==> src/rtl/lock_detect_v3_if.sv <==
// Signal bundle between the PLL controller and the windowed lock detector.
// Loss-of-lock handshake present only when LOCK_DETECT_LOSS_FLAG_EN is defined.
interface lock_detect_v3_if #(
  parameter int CNT_BITS  = 8,
  parameter int CONF_BITS = 3
);
  logic        [CNT_BITS-1:0]  lock_threshold;
  logic        [CNT_BITS-1:0]  unlock_threshold;
  logic        [CONF_BITS-1:0] confirm_windows;
  logic                        freq_up;
  logic                        freq_dn;
  logic                        ld_divide_enable;
  logic                        locked;
  logic        [1:0]           lock_state;
  logic signed [CNT_BITS-1:0]  last_error;
  logic                        window_done;
`ifdef LOCK_DETECT_LOSS_FLAG_EN
  logic                        clear_loss;
  logic                        loss_of_lock;
`endif

  modport master (
`ifdef LOCK_DETECT_LOSS_FLAG_EN
    output clear_loss,
    input  loss_of_lock,
`endif
    output lock_threshold, unlock_threshold, confirm_windows,
    output freq_up, freq_dn, ld_divide_enable,
    input  locked, lock_state, last_error, window_done
  );

  modport slave (
`ifdef LOCK_DETECT_LOSS_FLAG_EN
    input  clear_loss,
    output loss_of_lock,
`endif
    input  lock_threshold, unlock_threshold, confirm_windows,
    input  freq_up, freq_dn, ld_divide_enable,
    output locked, lock_state, last_error, window_done
  );
endinterface

==> src/rtl/lock_detect_v3.sv <==
// Windowed frequency-lock detector: saturating up/down error integrator, 3-state lock FSM with hysteresis.
// Optional sticky loss-of-lock flag enabled by defining LOCK_DETECT_LOSS_FLAG_EN.
module lock_detect_v3 #(
  parameter int CNT_BITS  = 8,
  parameter int WIN_BITS  = 6,
  parameter int CONF_BITS = 3
) (
  input logic              clock,
  input logic              reset,
  lock_detect_v3_if.slave  bus
);

  typedef enum logic [1:0] {
    UNLOCKED  = 2'd0,
    ACQUIRING = 2'd1,
    LOCKED    = 2'd2
  } lock_state_e;

  localparam logic signed [CNT_BITS-1:0] ACC_MAX = {1'b0, {(CNT_BITS-1){1'b1}}};
  localparam logic signed [CNT_BITS-1:0] ACC_MIN = {1'b1, {(CNT_BITS-1){1'b0}}};
  localparam logic signed [CNT_BITS-1:0] ACC_ONE = {{(CNT_BITS-1){1'b0}}, 1'b1};
  localparam logic        [CNT_BITS:0]   MAG_SAT = {1'b0, {CNT_BITS{1'b1}}};
  localparam logic        [CNT_BITS:0]   MAG_ONE = {{CNT_BITS{1'b0}}, 1'b1};
  localparam logic        [WIN_BITS-1:0] WIN_ONE = {{(WIN_BITS-1){1'b0}}, 1'b1};
  localparam logic        [CONF_BITS-1:0] CONF_ONE = {{(CONF_BITS-1){1'b0}}, 1'b1};

  lock_state_e                 state_q, state_nxt;
  logic signed [CNT_BITS-1:0]  acc_q, acc_nxt;
  logic                        sat_q;
  logic        [WIN_BITS-1:0]  win_q;
  logic        [CONF_BITS-1:0] good_q, good_nxt;
  logic signed [CNT_BITS-1:0]  last_error_q;
  logic                        window_done_q;

  logic                        enable;
  logic                        sat_evt;
  logic                        sat_win;
  logic                        terminal;
  logic        [CNT_BITS:0]    err_ext;
  logic        [CNT_BITS:0]    err_mag;
  logic                        win_good;
  logic                        win_bad;
  logic        [CONF_BITS-1:0] conf_eff;
  logic        [CONF_BITS-1:0] good_inc;

  assign enable   = bus.ld_divide_enable;
  assign terminal = enable && (win_q == {WIN_BITS{1'b1}});

  // Saturating integrator step; this cycle's event is already folded into acc_nxt.
  // NOTE: every always_comb output gets a default first, otherwise a missed branch infers a latch.
  always_comb begin
    acc_nxt = acc_q;
    sat_evt = 1'b0;
    if (bus.freq_up && !bus.freq_dn) begin
      if (acc_q == ACC_MAX) sat_evt = 1'b1;
      else                  acc_nxt = acc_q + ACC_ONE;
    end else if (bus.freq_dn && !bus.freq_up) begin
      if (acc_q == ACC_MIN) sat_evt = 1'b1;
      else                  acc_nxt = acc_q - ACC_ONE;
    end
  end

  assign sat_win = sat_q | sat_evt;

  // Magnitude needs one extra bit so the most negative value does not wrap.
  always_comb begin
    err_ext = {acc_nxt[CNT_BITS-1], acc_nxt};
    if (sat_win)                err_mag = MAG_SAT;
    else if (err_ext[CNT_BITS]) err_mag = ~err_ext + MAG_ONE;
    else                        err_mag = err_ext;
  end

  assign win_good = err_mag <= {1'b0, bus.lock_threshold};
  assign win_bad  = err_mag >  {1'b0, bus.unlock_threshold};
  assign conf_eff = (bus.confirm_windows == '0) ? CONF_ONE : bus.confirm_windows;
  assign good_inc = good_q + CONF_ONE;

  // Window counter, integrator and evaluation registers.
  // NOTE: sequential state uses non-blocking assignments so every flop samples pre-edge values.
  always_ff @(posedge clock or negedge reset) begin
    if (!reset) begin
      acc_q         <= '0;
      sat_q         <= 1'b0;
      win_q         <= '0;
      last_error_q  <= '0;
      window_done_q <= 1'b0;
    end else if (!enable) begin
      acc_q         <= '0;
      sat_q         <= 1'b0;
      win_q         <= '0;
      window_done_q <= 1'b0;
    end else begin
      win_q         <= win_q + WIN_ONE;
      window_done_q <= terminal;
      if (terminal) begin
        acc_q        <= '0;
        sat_q        <= 1'b0;
        last_error_q <= acc_nxt;
      end else begin
        acc_q <= acc_nxt;
        sat_q <= sat_win;
      end
    end
  end

  // FSM: state register.
  always_ff @(posedge clock or negedge reset) begin
    if (!reset) begin
      state_q <= UNLOCKED;
      good_q  <= '0;
    end else begin
      state_q <= state_nxt;
      good_q  <= good_nxt;
    end
  end

  // FSM: next state. Saturation while locked drops lock immediately, ahead of window evaluation.
  always_comb begin
    state_nxt = state_q;
    good_nxt  = good_q;
    if (!enable) begin
      state_nxt = UNLOCKED;
      good_nxt  = '0;
    end else if (state_q == LOCKED && sat_evt) begin
      state_nxt = UNLOCKED;
      good_nxt  = '0;
    end else if (terminal) begin
      case (state_q)
        UNLOCKED: begin
          if (win_good) begin
            good_nxt  = CONF_ONE;
            state_nxt = (conf_eff == CONF_ONE) ? LOCKED : ACQUIRING;
          end
        end
        ACQUIRING: begin
          if (win_good) begin
            good_nxt = good_inc;
            if (good_inc >= conf_eff) state_nxt = LOCKED;
          end else begin
            state_nxt = UNLOCKED;
            good_nxt  = '0;
          end
        end
        LOCKED: begin
          if (win_bad) begin
            state_nxt = UNLOCKED;
            good_nxt  = '0;
          end
        end
        default: begin
          state_nxt = UNLOCKED;
          good_nxt  = '0;
        end
      endcase
    end
  end

  // FSM: outputs, all decoded from flops.
  always_comb begin
    bus.locked      = (state_q == LOCKED);
    bus.lock_state  = state_q;
    bus.last_error  = last_error_q;
    bus.window_done = window_done_q;
  end

`ifdef LOCK_DETECT_LOSS_FLAG_EN
  logic loss_q;

  // Sticky loss flag; a new loss in the same cycle as a clear wins.
  always_ff @(posedge clock or negedge reset) begin
    if (!reset)                                        loss_q <= 1'b0;
    else if (state_q == LOCKED && state_nxt != LOCKED) loss_q <= 1'b1;
    else if (bus.clear_loss)                           loss_q <= 1'b0;
  end

  assign bus.loss_of_lock = loss_q;
`endif

endmodule
==> src/flat_wrapper.sv <==
// flat-port wrapper written by rule: the top's interface ports become plain ports
module lock_detect_v3_flat 
#(
  parameter int CNT_BITS  = 8,
  parameter int WIN_BITS  = 6,
  parameter int CONF_BITS = 3
)
  (clock, reset, bus_lock_threshold, bus_unlock_threshold, bus_confirm_windows, bus_freq_up, bus_freq_dn, bus_ld_divide_enable, bus_locked, bus_lock_state, bus_last_error, bus_window_done);
  lock_detect_v3_if #(.CNT_BITS(CNT_BITS), .CONF_BITS(CONF_BITS)) bus_i ();
  input logic clock;
  input logic reset;
  input wire logic [$bits(bus_i.lock_threshold)-1:0] bus_lock_threshold;
  input wire logic [$bits(bus_i.unlock_threshold)-1:0] bus_unlock_threshold;
  input wire logic [$bits(bus_i.confirm_windows)-1:0] bus_confirm_windows;
  input wire logic [$bits(bus_i.freq_up)-1:0] bus_freq_up;
  input wire logic [$bits(bus_i.freq_dn)-1:0] bus_freq_dn;
  input wire logic [$bits(bus_i.ld_divide_enable)-1:0] bus_ld_divide_enable;
  output wire logic [$bits(bus_i.locked)-1:0] bus_locked;
  output wire logic [$bits(bus_i.lock_state)-1:0] bus_lock_state;
  output wire logic [$bits(bus_i.last_error)-1:0] bus_last_error;
  output wire logic [$bits(bus_i.window_done)-1:0] bus_window_done;
  assign bus_i.lock_threshold = bus_lock_threshold;
  assign bus_i.unlock_threshold = bus_unlock_threshold;
  assign bus_i.confirm_windows = bus_confirm_windows;
  assign bus_i.freq_up = bus_freq_up;
  assign bus_i.freq_dn = bus_freq_dn;
  assign bus_i.ld_divide_enable = bus_ld_divide_enable;
  assign bus_locked = bus_i.locked;
  assign bus_lock_state = bus_i.lock_state;
  assign bus_last_error = bus_i.last_error;
  assign bus_window_done = bus_i.window_done;
  lock_detect_v3 #(.CNT_BITS(CNT_BITS), .WIN_BITS(WIN_BITS), .CONF_BITS(CONF_BITS)) u_core (.clock(clock), .reset(reset), .bus(bus_i));
endmodule
==> config.mk <==
export PLATFORM = sky130hd
export DESIGN_NAME = lock_detect_v3_flat
export DESIGN_NICKNAME = d
export VERILOG_FILES = /design/src/rtl/lock_detect_v3_if.sv /design/src/rtl/lock_detect_v3.sv /design/src/flat_wrapper.sv
export SDC_FILE = /design/constraint.sdc
export NUM_CORES = 1
export LEC_CHECK = 0
export ABC_AREA = 1
export BUFFER_PORTS_ARGS = -buffer_cell sky130_fd_sc_hd__buf_4
export CAP_MARGIN = 20
export CORE_AREA = 8 8 111 113
export DETAILED_ROUTE_END_ITERATION = 7
export DIE_AREA = 0 0 119 121
export REMOVE_ABC_BUFFERS = 1
export SLEW_MARGIN = 20
export SYNTH_ARGS = -nofsm -noshare
export SYNTH_HDL_FRONTEND = slang
export SYNTH_SLANG_ARGS = --single-unit
==> constraint.sdc <==
create_clock -name clock -period 9.25 [get_ports clock]
set_clock_uncertainty 0.05 [all_clocks]
set_input_delay 1.85 -clock clock [delete_from_list [all_inputs] [get_ports clock]]
set_output_delay 1.85 -clock clock [all_outputs]
set_load 0.02 [all_outputs]
Yosys cells after proc, flatten, opt, wreduce, memory -nomap -nowiden
Index checks and enable logic that the tools add are counted.
{"block": "op_classes", "shifts": 0, "div_mod_pow": 0, "n_lt_le_gt_ge": 3, "n_reduce_logical": 11, "addsub": 5, "mul": 0, "n_bitwise": 2, "muxes": 33, "eq_ne": 10}
{"cell": "2-to-1 mux 8 bit", "n": 6}
{"cell": "2-to-1 mux 3 bit", "n": 7}
{"cell": "2-to-1 mux 9 bit", "n": 2}
{"cell": "== test 8 bit (second input constant)", "n": 2}
{"cell": "2-to-1 mux 2 bit", "n": 8}
{"cell": "adder 9 x 1 -> 9 bit (second input constant)", "n": 1}
{"cell": "> comparator 9 x 8 -> 1 bit", "n": 1}
{"cell": "less-or-equal comparator 9 x 8 -> 1 bit", "n": 1}
{"cell": "inverter 9 bit", "n": 1}
{"cell": "case mux 3 bit (3 select lines)", "n": 1}
{"cell": "adder 8 x 2 -> 8 bit (second input constant)", "n": 1}
{"cell": "inequality test 4 x 2 -> 1 bit (second input constant)", "n": 2}
{"cell": "subtractor 8 x 2 -> 8 bit (second input constant)", "n": 1}
{"cell": "2-to-1 mux 1 bit", "n": 7}
{"cell": "adder 6 x 1 -> 6 bit (second input constant)", "n": 1}
{"cell": "== test 6 bit (second input constant)", "n": 1}
{"cell": "2-to-1 mux 6 bit", "n": 1}
{"cell": "case mux 2 bit (3 select lines)", "n": 1}
{"cell": "inequality test 5 bit (second input constant)", "n": 1}
{"cell": "logical AND 1 bit", "n": 4}
{"cell": "AND reduction 4 bit", "n": 1}
{"cell": "adder 3 x 1 -> 3 bit (second input constant)", "n": 1}
{"cell": "== test 3 x 1 -> 1 bit (second input constant)", "n": 1}
{"cell": "greater-or-equal comparator 3 bit", "n": 1}
{"cell": "9 further kinds", "n": 10}
{"block": "word_totals", "romBits": 0, "wordCells": 71, "inputBits": 24, "regBits": 29, "ramBits": 0, "memories": 0, "output_inout_bits": 12, "latch_bits": 0}

Depth between registers and ports, before layout
Gate-level depths: netlist of run 1.
{"block": "logic_depth", "word_depth": 14, "mapped_depth": 28, "mapped_depth_nobuf": 28}

Worst setup path after synthesis of run 1
No wires, ideal clock.
{"block": "synth_path", "kind": "input port to flip-flop", "startpoint": "in bus_freq_dn", "endpoint": "reg u_core.good_q[0]", "setup_slack_ps": 4862, "n_path_buf": 0, "required_ps": 9135, "cell_stages": 25, "arrival_ps": 4273, "setup_time_ps": 65, "cell_sequence": "inv_2 nand2_1 inv_2 nand2_1 nand2_1 nor2_1 nor2_4 ha_1 nand3_2 nand2_2 nand3_1 nand3_1 ha_1 nand2_1 nor2_1 nand3b_1 nand3_1 nand2_1 inv_1 nand2_1 nand2_1 nor2_2 nor2_1 nand2_1 nand2_1"}
{"block": "synth_via", "elab_chain_len": 13, "elab_cells_between_ends": 24, "classes_between": "1 x add/sub; 2 x order compare; 3 x eq/ne; 11 x mux; 2 x bitwise; 5 x reduce/logical"}
{"element": "from (decl)", "line_no": "flat_wrapper.sv:16", "text": "input wire logic [$bits(bus_i.freq_dn)-1:0] bus_freq_dn;"}
{"element": "logical AND 1 bit or zero test 1 bit (tied branches)", "line_no": "lock_detect_v3.sv:57, lock_detect_v3.sv:54"}
{"element": "2-to-1 mux 8 bit or logical AND 1 bit (tied branches)", "line_no": "lock_detect_v3.sv:57, lock_detect_v3.sv:54"}
{"element": "2-to-1 mux 8 bit", "line_no": "lock_detect_v3.sv:54", "text": "if (bus.freq_up && !bus.freq_dn) begin"}
{"element": "inverter 9 bit", "line_no": "lock_detect_v3.sv:69", "text": "else if (err_ext[CNT_BITS]) err_mag = ~err_ext + MAG_ONE;"}
{"element": "adder 9 x 1 -> 9 bit", "line_no": "lock_detect_v3.sv:69"}
{"element": "2-to-1 mux 9 bit", "line_no": "lock_detect_v3.sv:69"}
{"element": "2-to-1 mux 9 bit", "line_no": "lock_detect_v3.sv:68", "text": "if (sat_win) err_mag = MAG_SAT;"}
{"element": "less-or-equal comparator 9 x 8 -> 1 bit", "line_no": "lock_detect_v3.sv:73", "text": "assign win_good = err_mag <= {1'b0, bus.lock_threshold};"}
{"element": "2-to-1 mux 3 bit", "line_no": "lock_detect_v3.sv:136", "text": "if (win_good) begin"}
{"element": "case mux 3 bit (3 select lines)", "line_no": "lock_detect_v3.sv:128", "text": "case (state_q)"}
{"element": "2-to-1 mux 3 bit", "line_no": "lock_detect_v3.sv:127", "text": "end else if (terminal) begin"}
{"element": "2-to-1 mux 3 bit", "line_no": "lock_detect_v3.sv:124", "text": "end else if (state_q == LOCKED && sat_evt) begin"}
{"element": "2-to-1 mux 3 bit", "line_no": "lock_detect_v3.sv:121", "text": "if (!enable) begin"}
{"element": "to (signal assigned)", "line_no": "lock_detect_v3.sv:113", "text": "good_q <= good_nxt;"}
{"element": "to (decl)", "line_no": "lock_detect_v3.sv:31", "text": "logic [CONF_BITS-1:0] good_q, good_nxt;"}
Parallel ways exist; a longest one is shown, timed or not. The select of a mux whose other input is x is not followed.
A chain may end at the register's enable or synchronous reset.

Worst setup path after layout of run 1
{"block": "layout_path", "startpoint": "in bus_freq_dn", "endpoint": "reg u_core.good_q[2]"}
Same word-level chain as after synthesis.

==> results of run 1 <==
-- sequential cells by signal, indices dropped and copies added, names as in the netlist --
register and cells:
u_core.win_q 6, u_core.sat_q 1, u_core.bus.lock_state 2, u_core.acc_q 8
u_core.bus.last_error 8, u_core.good_q 3, u_core.bus.window_done 1
-- cell families after synthesis --
family,count (synthesis),share of synthesized area
XOR/XNOR,3,0.0102
AO/OA/AOI/OAI,42,0.0871
flip-flops,29,0.282
buffers and inverters,65,0.100
AND/OR/NAND/NOR,223,0.399
adder cells (fa/ha/maj),25,0.122
-- final timing paths --
path | from | end | slack (ps) | cells after the start
worst max-delay path | bus_freq_dn | u_core.good_q[2] | 4590 | 27
worst min register to register | u_core.win_q[0] | u_core.win_q[0] | 420 | 1
max in group asynchronous | reset | u_core.acc_q[1] | 7430 | 1
min in group asynchronous | reset | u_core.win_q[3] | 1440 | 1
worst min-delay path | u_core.win_q[0] | u_core.win_q[0] | 420 | 1
worst max register to register | u_core.acc_q[0] | u_core.good_q[2] | 5560 | 25
-- layout make-up --
cell class,instances,area [sq um]
inverter,61,229
fill,1167,7490
tap,140,175
clock inverter,3,65.1
multi-input combinational,293,1590
timing repair buffer,35,263
clock buffer,5,68.8
sequential,29,726
-- worst reg2reg max path, stage by stage, from the launching register on --
cell and delay (ps):
dfrtp_1 420, inv_1 200, ha_1 220, nand3_2 90, o21ai_1 260, nand2_1 110
nor2_1 180, nor2_4 70, ha_1 230, nand3_2 100, nand2_2 70, nand3_1 90
nand3_1 120, ha_1 330, nand2_1 50, nor2_1 160, nand3b_1 110, nand3_1 80
nand2_1 70, inv_1 70, nand2_1 70, nand2_1 90, nor2_2 50, nor2_1 200
nand2_1 80, nand2_1 70
-- stage by stage --
stage          cell area, sq um  hold slack [ps]
2_1_floorplan              2540              383
3_3_place_gp               2980              400
3_5_place_dp               2980              420
4_1_cts                    3110              429
5_1_grt                    3110              442
6_report                   3110              420
-- layout by cell type (no fill, tap or decap), types with 2 or more instances in the layout --
cell type / instances
nor2_2: 8
inv_1: 55
bufinv_16: 2
o211ai_1: 2
nor2_4: 4
nand2_1: 106
inv_2: 5
clkbuf_8: 5
buf_4: 35
nand2_2: 7
a21oi_1: 13
o21ai_0: 19
nor2_1: 45
nand2_4: 2
nand4_1: 4
o21ai_1: 5
nand3_2: 5
ha_1: 25
dfrtp_1: 29
xor2_1: 2
nand3_1: 37
-- routing by layer --
metal	global-route usage	up-vias	part of all wire
met4	0.0166	0	0.0057
li1	-	1301	-
met2	0.164	30	0.49
met1	0.111	1132	0.47
met3	0.0181	7	0.034
met5	0	-	0
-- power breakdown --
group | switching, W | total [W] | internal, W | leakage, nW
Combinational | 0.000133 | 0.000213 | 0.0000799 | 1.28
Sequential | 0.0000170 | 0.000156 | 0.000139 | 0.383
Clock | 0.0000490 | 0.000156 | 0.000107 | 0.0681
==> summary.txt, run 1 <==
Outcome
  – Outcome: complete, no violations

CTS
  – CTS resizes: 0
  – CTS tree: yes
  – Clock buffer depth: 2
  – Clock Tree Root: clkbuf_8
  – Number of CTS-inserted buffers: 5
  – Skew-Pair Late Insertion Delay: 280 ps
  – Post-cts hold buffer count: 0
  – CTS H-tree lvls: 2
  – CTS Sinks: 29
  – Clk pin slew, worst setup/hold paths: 70 ps
  – Setup Buffers After CTS: 0

GRT
  – GRT Overall Usage: 0.0912
  – First-pass GRT wire length: 11200 um
  – Total gr overflow: 0
  – Largest net degree at the start of global routing: 30
  – Initial antenna violation count: 0
  – Vias in the first global route: 2491

Die
  – Die ar.: 14400 sq um
  – Ports: 36
  – Die span in x: 119 um
  – Die Y-Extent: 121 um
  – Row count: 38
  – Initial Util: 0.243
  – Core Area: 10600 sq um

STA
  – Setup TNS Final: 0 ps
  – Max Clk Rate: 214 MHz
  – Worst-margin pin slew: 508 ps
  – Worst Setup Slack, final: 4590 ps
  – Final Hold Viols: 0
  – Slew HR: 0.660
  – Final min period: 4660 ps
  – Final Max Tran Viols: 0
  – Final period utilization: 0.504
  – RSZ-0062 raised after global routing: no
  – Setup violators final: 0

Logic synthesis
  – Synth Cell Area: 2570 sq um
  – Unique masters post-synth: 31
  – Fraction of registers with async set/reset: 1.00
  – Post-synth top area cell: dfrtp_1
  – Synth warn: 0
  – Synth area leaders: dfrtp_1 (28%), nand2_1 (15%), ha_1 (12%)
  – Main flop type after synthesis: dfrtp_1
  – Count leader, synth: nand2_1
  – Sequential share of the synthesized area: 0.282
  – #FFs+latches synth: 29
  – Syn Inst Count: 387
  – Number of synthesized flops with an enable pin: 0
  – Post-synth top cells: nand2_1 (106), inv_1 (55), nor2_1 (45), nand3_1 (37), dfrtp_1 (29)
  – Syn Area/Cell: 6.64 sq um
  – Synth top area share: 0.282

Critical path
  – Maximum net fanout on the critical path: 8
  – Worst Path Class, Setup: in -> reg
  – CP Capture Type: register
  – Delay-heaviest family, CP: simple AND/OR/NAND/NOR gates
  – Most common cell on crit path: nand2_1
  – Critical-path top delay cell: ha_1
  – Critical path required time: 9420 ps
  – Slowest Stage Delay on Critical Path: 330 ps
  – Worst EP arrival: 4830 ps
  – WP buf/inv: 4
  – Setup crit start kind: input pin

Flow run
  – Max-cap violations: 0

Detailed routing
  – Vias: 2470
  – DRT antenna net count: 0
  – Routed len/inst: 11.2 um
  – WL final: 6370 um
  – Drt pass-1 iters: 4
  – DRC: 0
  – DR iter-0 viols: 94
  – Vias per std cell: 4.36

Final layout
  – Share of layout cells above drive strength 1: 0.181
  – Synth-to-layout area growth: 21.1%
  – Final core occ: 0.294
  – ANT cells: 0
  – Fin cells: 566
  – # nets final: 474

Power and ir drop
  – Leakage: 1.73 nW
  – Final Total Pwr: 0.000525 W
  – VDD IR max: 0.128 mV
  – PwrDens: 168 nW/um^2

Place
  – Placed insts: 558
  – Number of I/O port buffers: 35
  – Pre-CTS setup slack: 4310 ps
  – GP Congestion: 0.890
  – Final HPWL DP: 5280 um

Hold path
  – Min-Delay Path Class: reg -> reg
Note: power is estimated with default switching activity, not from simulation.
==> run 2, diff against run 1 <==
--- a/config.mk
+++ b/config.mk
@@ -5,12 +5,12 @@
 export SDC_FILE = /design/constraint.sdc
 export NUM_CORES = 1
 export LEC_CHECK = 0
-export ABC_AREA = 1
+export ABC_AREA = 0
 export BUFFER_PORTS_ARGS = -buffer_cell sky130_fd_sc_hd__buf_4
 export CAP_MARGIN = 20
-export CORE_AREA = 8 8 111 113
+export CORE_AREA = 8 8 106 108
 export DETAILED_ROUTE_END_ITERATION = 7
-export DIE_AREA = 0 0 119 121
+export DIE_AREA = 0 0 114 116
 export REMOVE_ABC_BUFFERS = 1
 export SLEW_MARGIN = 20
 export SYNTH_ARGS = -nofsm -noshare
==> constraint.sdc (replaced) <==
create_clock -name clock -period 3.8 [get_ports clock]
set_clock_uncertainty 0.05 [all_clocks]
set_input_delay 0.76 -clock clock [delete_from_list [all_inputs] [get_ports clock]]
set_output_delay 0.76 -clock clock [all_outputs]
set_load 0.02 [all_outputs]
==> summary.txt, run 2 <==
Critical path
  – Critical path required time: 3940 ps (-5480 ps)
  – R2r endpoint: u_core.bus.lock_state[0]
  – Worst EP arrival: 4210 ps (-620 ps)
  – CP cell instances: or4_4 > buf_6 > o31ai_4 > a21oi_2 > o32a_1 > buf_6 > a41oi_2 > xor2_1 > nand2_2 > ha_4 > a21o_1 > a211oi_2 > a31oi_2 > nand2_2 > a2111oi_4 > buf_4 > buf_6 > a21oi_1 > o21ai_1
  – Setup crit start kind: register
  – Slowest Stage Delay on Critical Path: 570 ps (+240 ps)
  – Most common cell on crit path: buf_6
  – WP buf/inv: 4 (unchanged)
  – CP Capture Type: register
  – Reg2Reg Setup Slack: -270 ps (-5830 ps)
  – Worst Path Class, Setup: reg -> reg
  – FF-to-FF Start: u_core.acc_q[5]
  – R2R cell count: 19 (-24%)
  – Maximum net fanout on the critical path: 7 (-1)
  – Delay-heaviest family, CP: compound AO/OA/AOI/OAI gates
  – Critical-path top delay cell: or4_4

CTS
  – Number of CTS-inserted buffers: 5 (unchanged)
  – CTS tree: yes
  – CTS H-tree lvls: 2 (unchanged)
  – Clock Tree Root: clkbuf_8
  – Clock buffer depth: 2 (unchanged)
  – Skew-Pair Late Insertion Delay: 270 ps (about the same)
  – CTS Sinks: 29 (unchanged)
  – Clk pin slew, worst setup/hold paths: 60 ps (about the same)

STA
  – RSZ-0062 raised after global routing: yes
  – Max Clk Rate: 246 MHz
  – Setup violators final: 5 (+5)
  – Setup TNS Final: -1250 ps (-1250 ps)
  – Hold_ws: 353 ps (-66.9 ps)
  – Slew HR: 0.756 (+0.0963)
  – Worst-margin pin slew: 365 ps (-143 ps)
  – Final Hold Viols: 0 (unchanged)
  – Worst Setup Slack, final: -273 ps (-4860 ps)
  – Final period utilization: 1.07
  – Final Max Tran Viols: 0 (unchanged)
  – Final min period: 4070 ps

Hold path
  – Min-Delay Path Class: in -> async

Power and ir drop
  – Comb pwr share: 0.562 (+0.156)
  – Clock power frac: 0.177 (-0.120)
  – VDD IR max: 0.274 mV (+110%)
  – PwrDens: 393 nW/um^2 (+130%)
  – Sequential share of power: 0.261 (-0.036)
  – Leakage: 1.67 nW (-3.3%)
  – Switching share of power: 0.371 (-0.00877)
  – P_sw: 0.000512 W (+160%)
  – Int Power: 0.000869 W (+170%)

GRT
  – Total gr overflow: 0 (unchanged)
  – Initial antenna violation count: 0 (unchanged)
  – GRT Overall Usage: 0.104 (+0.0124)
  – Vias in the first global route: 2460 (-1.2%)
  – Largest net degree at the start of global routing: 30 (unchanged)
  – First-pass GRT wire length: 11200 um (-0.24%)

Outcome
  – Violated checks: negative setup slack
  – Outcome: finished with violations

Logic synthesis
  – Syn Area/Cell: 8.54 sq um (+29%)
  – Count leader, synth: dfrtp_1
  – Number of synthesized flops with an enable pin: 0 (unchanged)
  – #FFs+latches synth: 29 (unchanged)
  – Post-synth top cells: dfrtp_1 (29), nand2_1 (26), ha_1 (25), inv_1 (25), nor2_1 (18)
  – Unique masters post-synth: 56 (+81%)
  – Synth Cell Area: 2320 sq um (-9.6%)
  – Synth top area share: 0.312 (+0.0301)
  – Main flop type after synthesis: dfrtp_1
  – Fraction of registers with async set/reset: 1.00 (unchanged)
  – Post-synth top area cell: dfrtp_1
  – Synth warn: 0 (unchanged)
  – Synth area leaders: dfrtp_1 (31%), ha_1 (13%), nand2_1 (4.2%)
  – Syn Inst Count: 272 (-30%)
  – Sequential share of the synthesized area: 0.312 (+0.0301)

Detailed routing
  – Vias per std cell: 4.70 (+7.7%)
  – DRC: 0 (unchanged)
  – Routed len/inst: 13.7 um (+22%)
  – Drt pass-1 iters: 4 (unchanged)
  – WL final: 6810 um (+7.0%)
  – DR iter-0 viols: 58 (-38%)
  – Vias: 2340 (-5.3%)
  – DRT antenna net count: 0 (unchanged)

Die
  – Initial Util: 0.243 (+0.000811)
  – Die ar.: 13200 sq um (-8.2%)
  – Die span in x: 114 um (-4.2%)
  – Core Area: 9550 sq um (-9.9%)
  – Ports: 36 (unchanged)
  – Row count: 36 (-5.3%)
  – Die Y-Extent: 116 um (-4.1%)

Place
  – Pre-CTS setup slack: -654 ps (-4970 ps)
  – Final HPWL DP: 5260 um (-0.29%)
  – GP Congestion: 0.851 (-4.4%)
  – Number of I/O port buffers: 35 (unchanged)
  – Placed Area: 3070 sq um (+3.1%)

Final layout
  – Share of layout cells above drive strength 1: 0.411 (+0.230)
  – Seq. cell area: 726 sq um (unchanged)
  – Layout Cell Area excl Fill: 3510 sq um (+13%)
  – Most frequent cells in the layout: buf_4 (89), dfrtp_1 (29), inv_1 (25), nand2_1 (22), ha_1 (18)
  – Synth-to-layout area growth: 51.3%
  – # nets final: 414 (-13%)
  – Fillers: 1008 (-14%)
  – Area of the multi-input gates: 1710 sq um (+7.5%)
  – Final core occ: 0.368 (+0.0743)
  – Commonest non-fill, non-tap cell in the layout: buf_4
  – ANT cells: 0 (unchanged)

Flow run
  – Max-cap violations: 0 (unchanged)
run 2: changes by cell type in the layout (fill, tap and decap cells not counted), moves of 9 or more:
cell	delta
buf_4	+54
inv_1	-30
nand2_1	-84
nand3_1	-32
nor2_1	-28
nor2b_1	+9
run 2: per-layer routing:
layer,vias to the layer above,GRT usage,part of all wire
li1,1157,-,-
met1,1136,0.119,0.45
met2,35,0.192,0.51
met3,12,0.0198,0.025
met4,0,0.0284,0.015
met5,-,0,0
run 2: power by group through the flow:
stage	Clock, W	Sequential [W]	Combinational (W)
detailed placement	0	0.000364	0.000584
finish	0.000245	0.000360	0.000776
global placement	0	0.000363	0.000572
global route	0.000272	0.000363	0.000854
floorplan	0	0.000373	0.000320
CTS	0.000255	0.000359	0.000702
run 2: timing repair:
action,CTS,global route
hold buffers,0,0
endpoints found under the hold margin,0,0
buffers inserted,13,1
setup endpoints to repair,5,5
gates resized for setup,34,20
pin swaps,19,23
run 2: final cells by class:
class | count | share of cell area
Multi-Input combinational cell | 209 | 0.486
Timing Repair Buffer | 95 | 0.209
Sequential cell | 29 | 0.206
Tap cell | 133 | 0.0473
Inverter | 25 | 0.0267
Clock buffer | 7 | 0.0246
run 2: worst reg2reg max path: stages, from the launching register on:
cell and delay, ps:
dfrtp_1 380, or4_4 570, buf_6 150, o31ai_4 250
a21oi_2 50, o32a_1 320, buf_6 150, a41oi_2 160
xor2_1 180, nand2_2 120, ha_4 280, a21o_1 150
a211oi_2 80, a31oi_2 230, nand2_2 120, a2111oi_4 300
buf_4 180, buf_6 100, a21oi_1 40, o21ai_1 140
run 2: kinds of logic (layout without fill, tap and decap cells):
logic type                 Yosys count  count (layout)  share of synthesized area
and+or+nand+nor                     99              99                      0.228
adders and majority gates           25              25                      0.135
DFF                                 29              29                      0.312
buffers and inverters               34             127                     0.0635
AOI/OAI and AO/OA                   73              73                      0.216
muxes                                1               1                    0.00431
xor gates and xnor gates            11              11                     0.0415
run 2: per-stage QoR:
stage                     instances  power (W)
after floorplan                 263   0.000693
after global placement          481   0.000935
after detailed placement        481   0.000948
after CTS                       497    0.00132
after global routing            498    0.00149
final                           498    0.00138
run 2: worst max path at each step:
stage | start | to | slack [ps] | depth (start not counted)
after floorplan | bus_freq_up | u_core.bus.lock_state[0] | -870 | 13
after CTS | u_core.acc_q[3] | u_core.bus.lock_state[0] | -280 | 18
after detailed placement | bus_freq_dn | u_core.bus.lock_state[0] | -650 | 18
after global placement | bus_freq_dn | u_core.bus.lock_state[0] | -570 | 18
after global routing | u_core.acc_q[5] | u_core.bus.lock_state[1] | -440 | 19
final | u_core.acc_q[5] | u_core.bus.lock_state[0] | -270 | 19
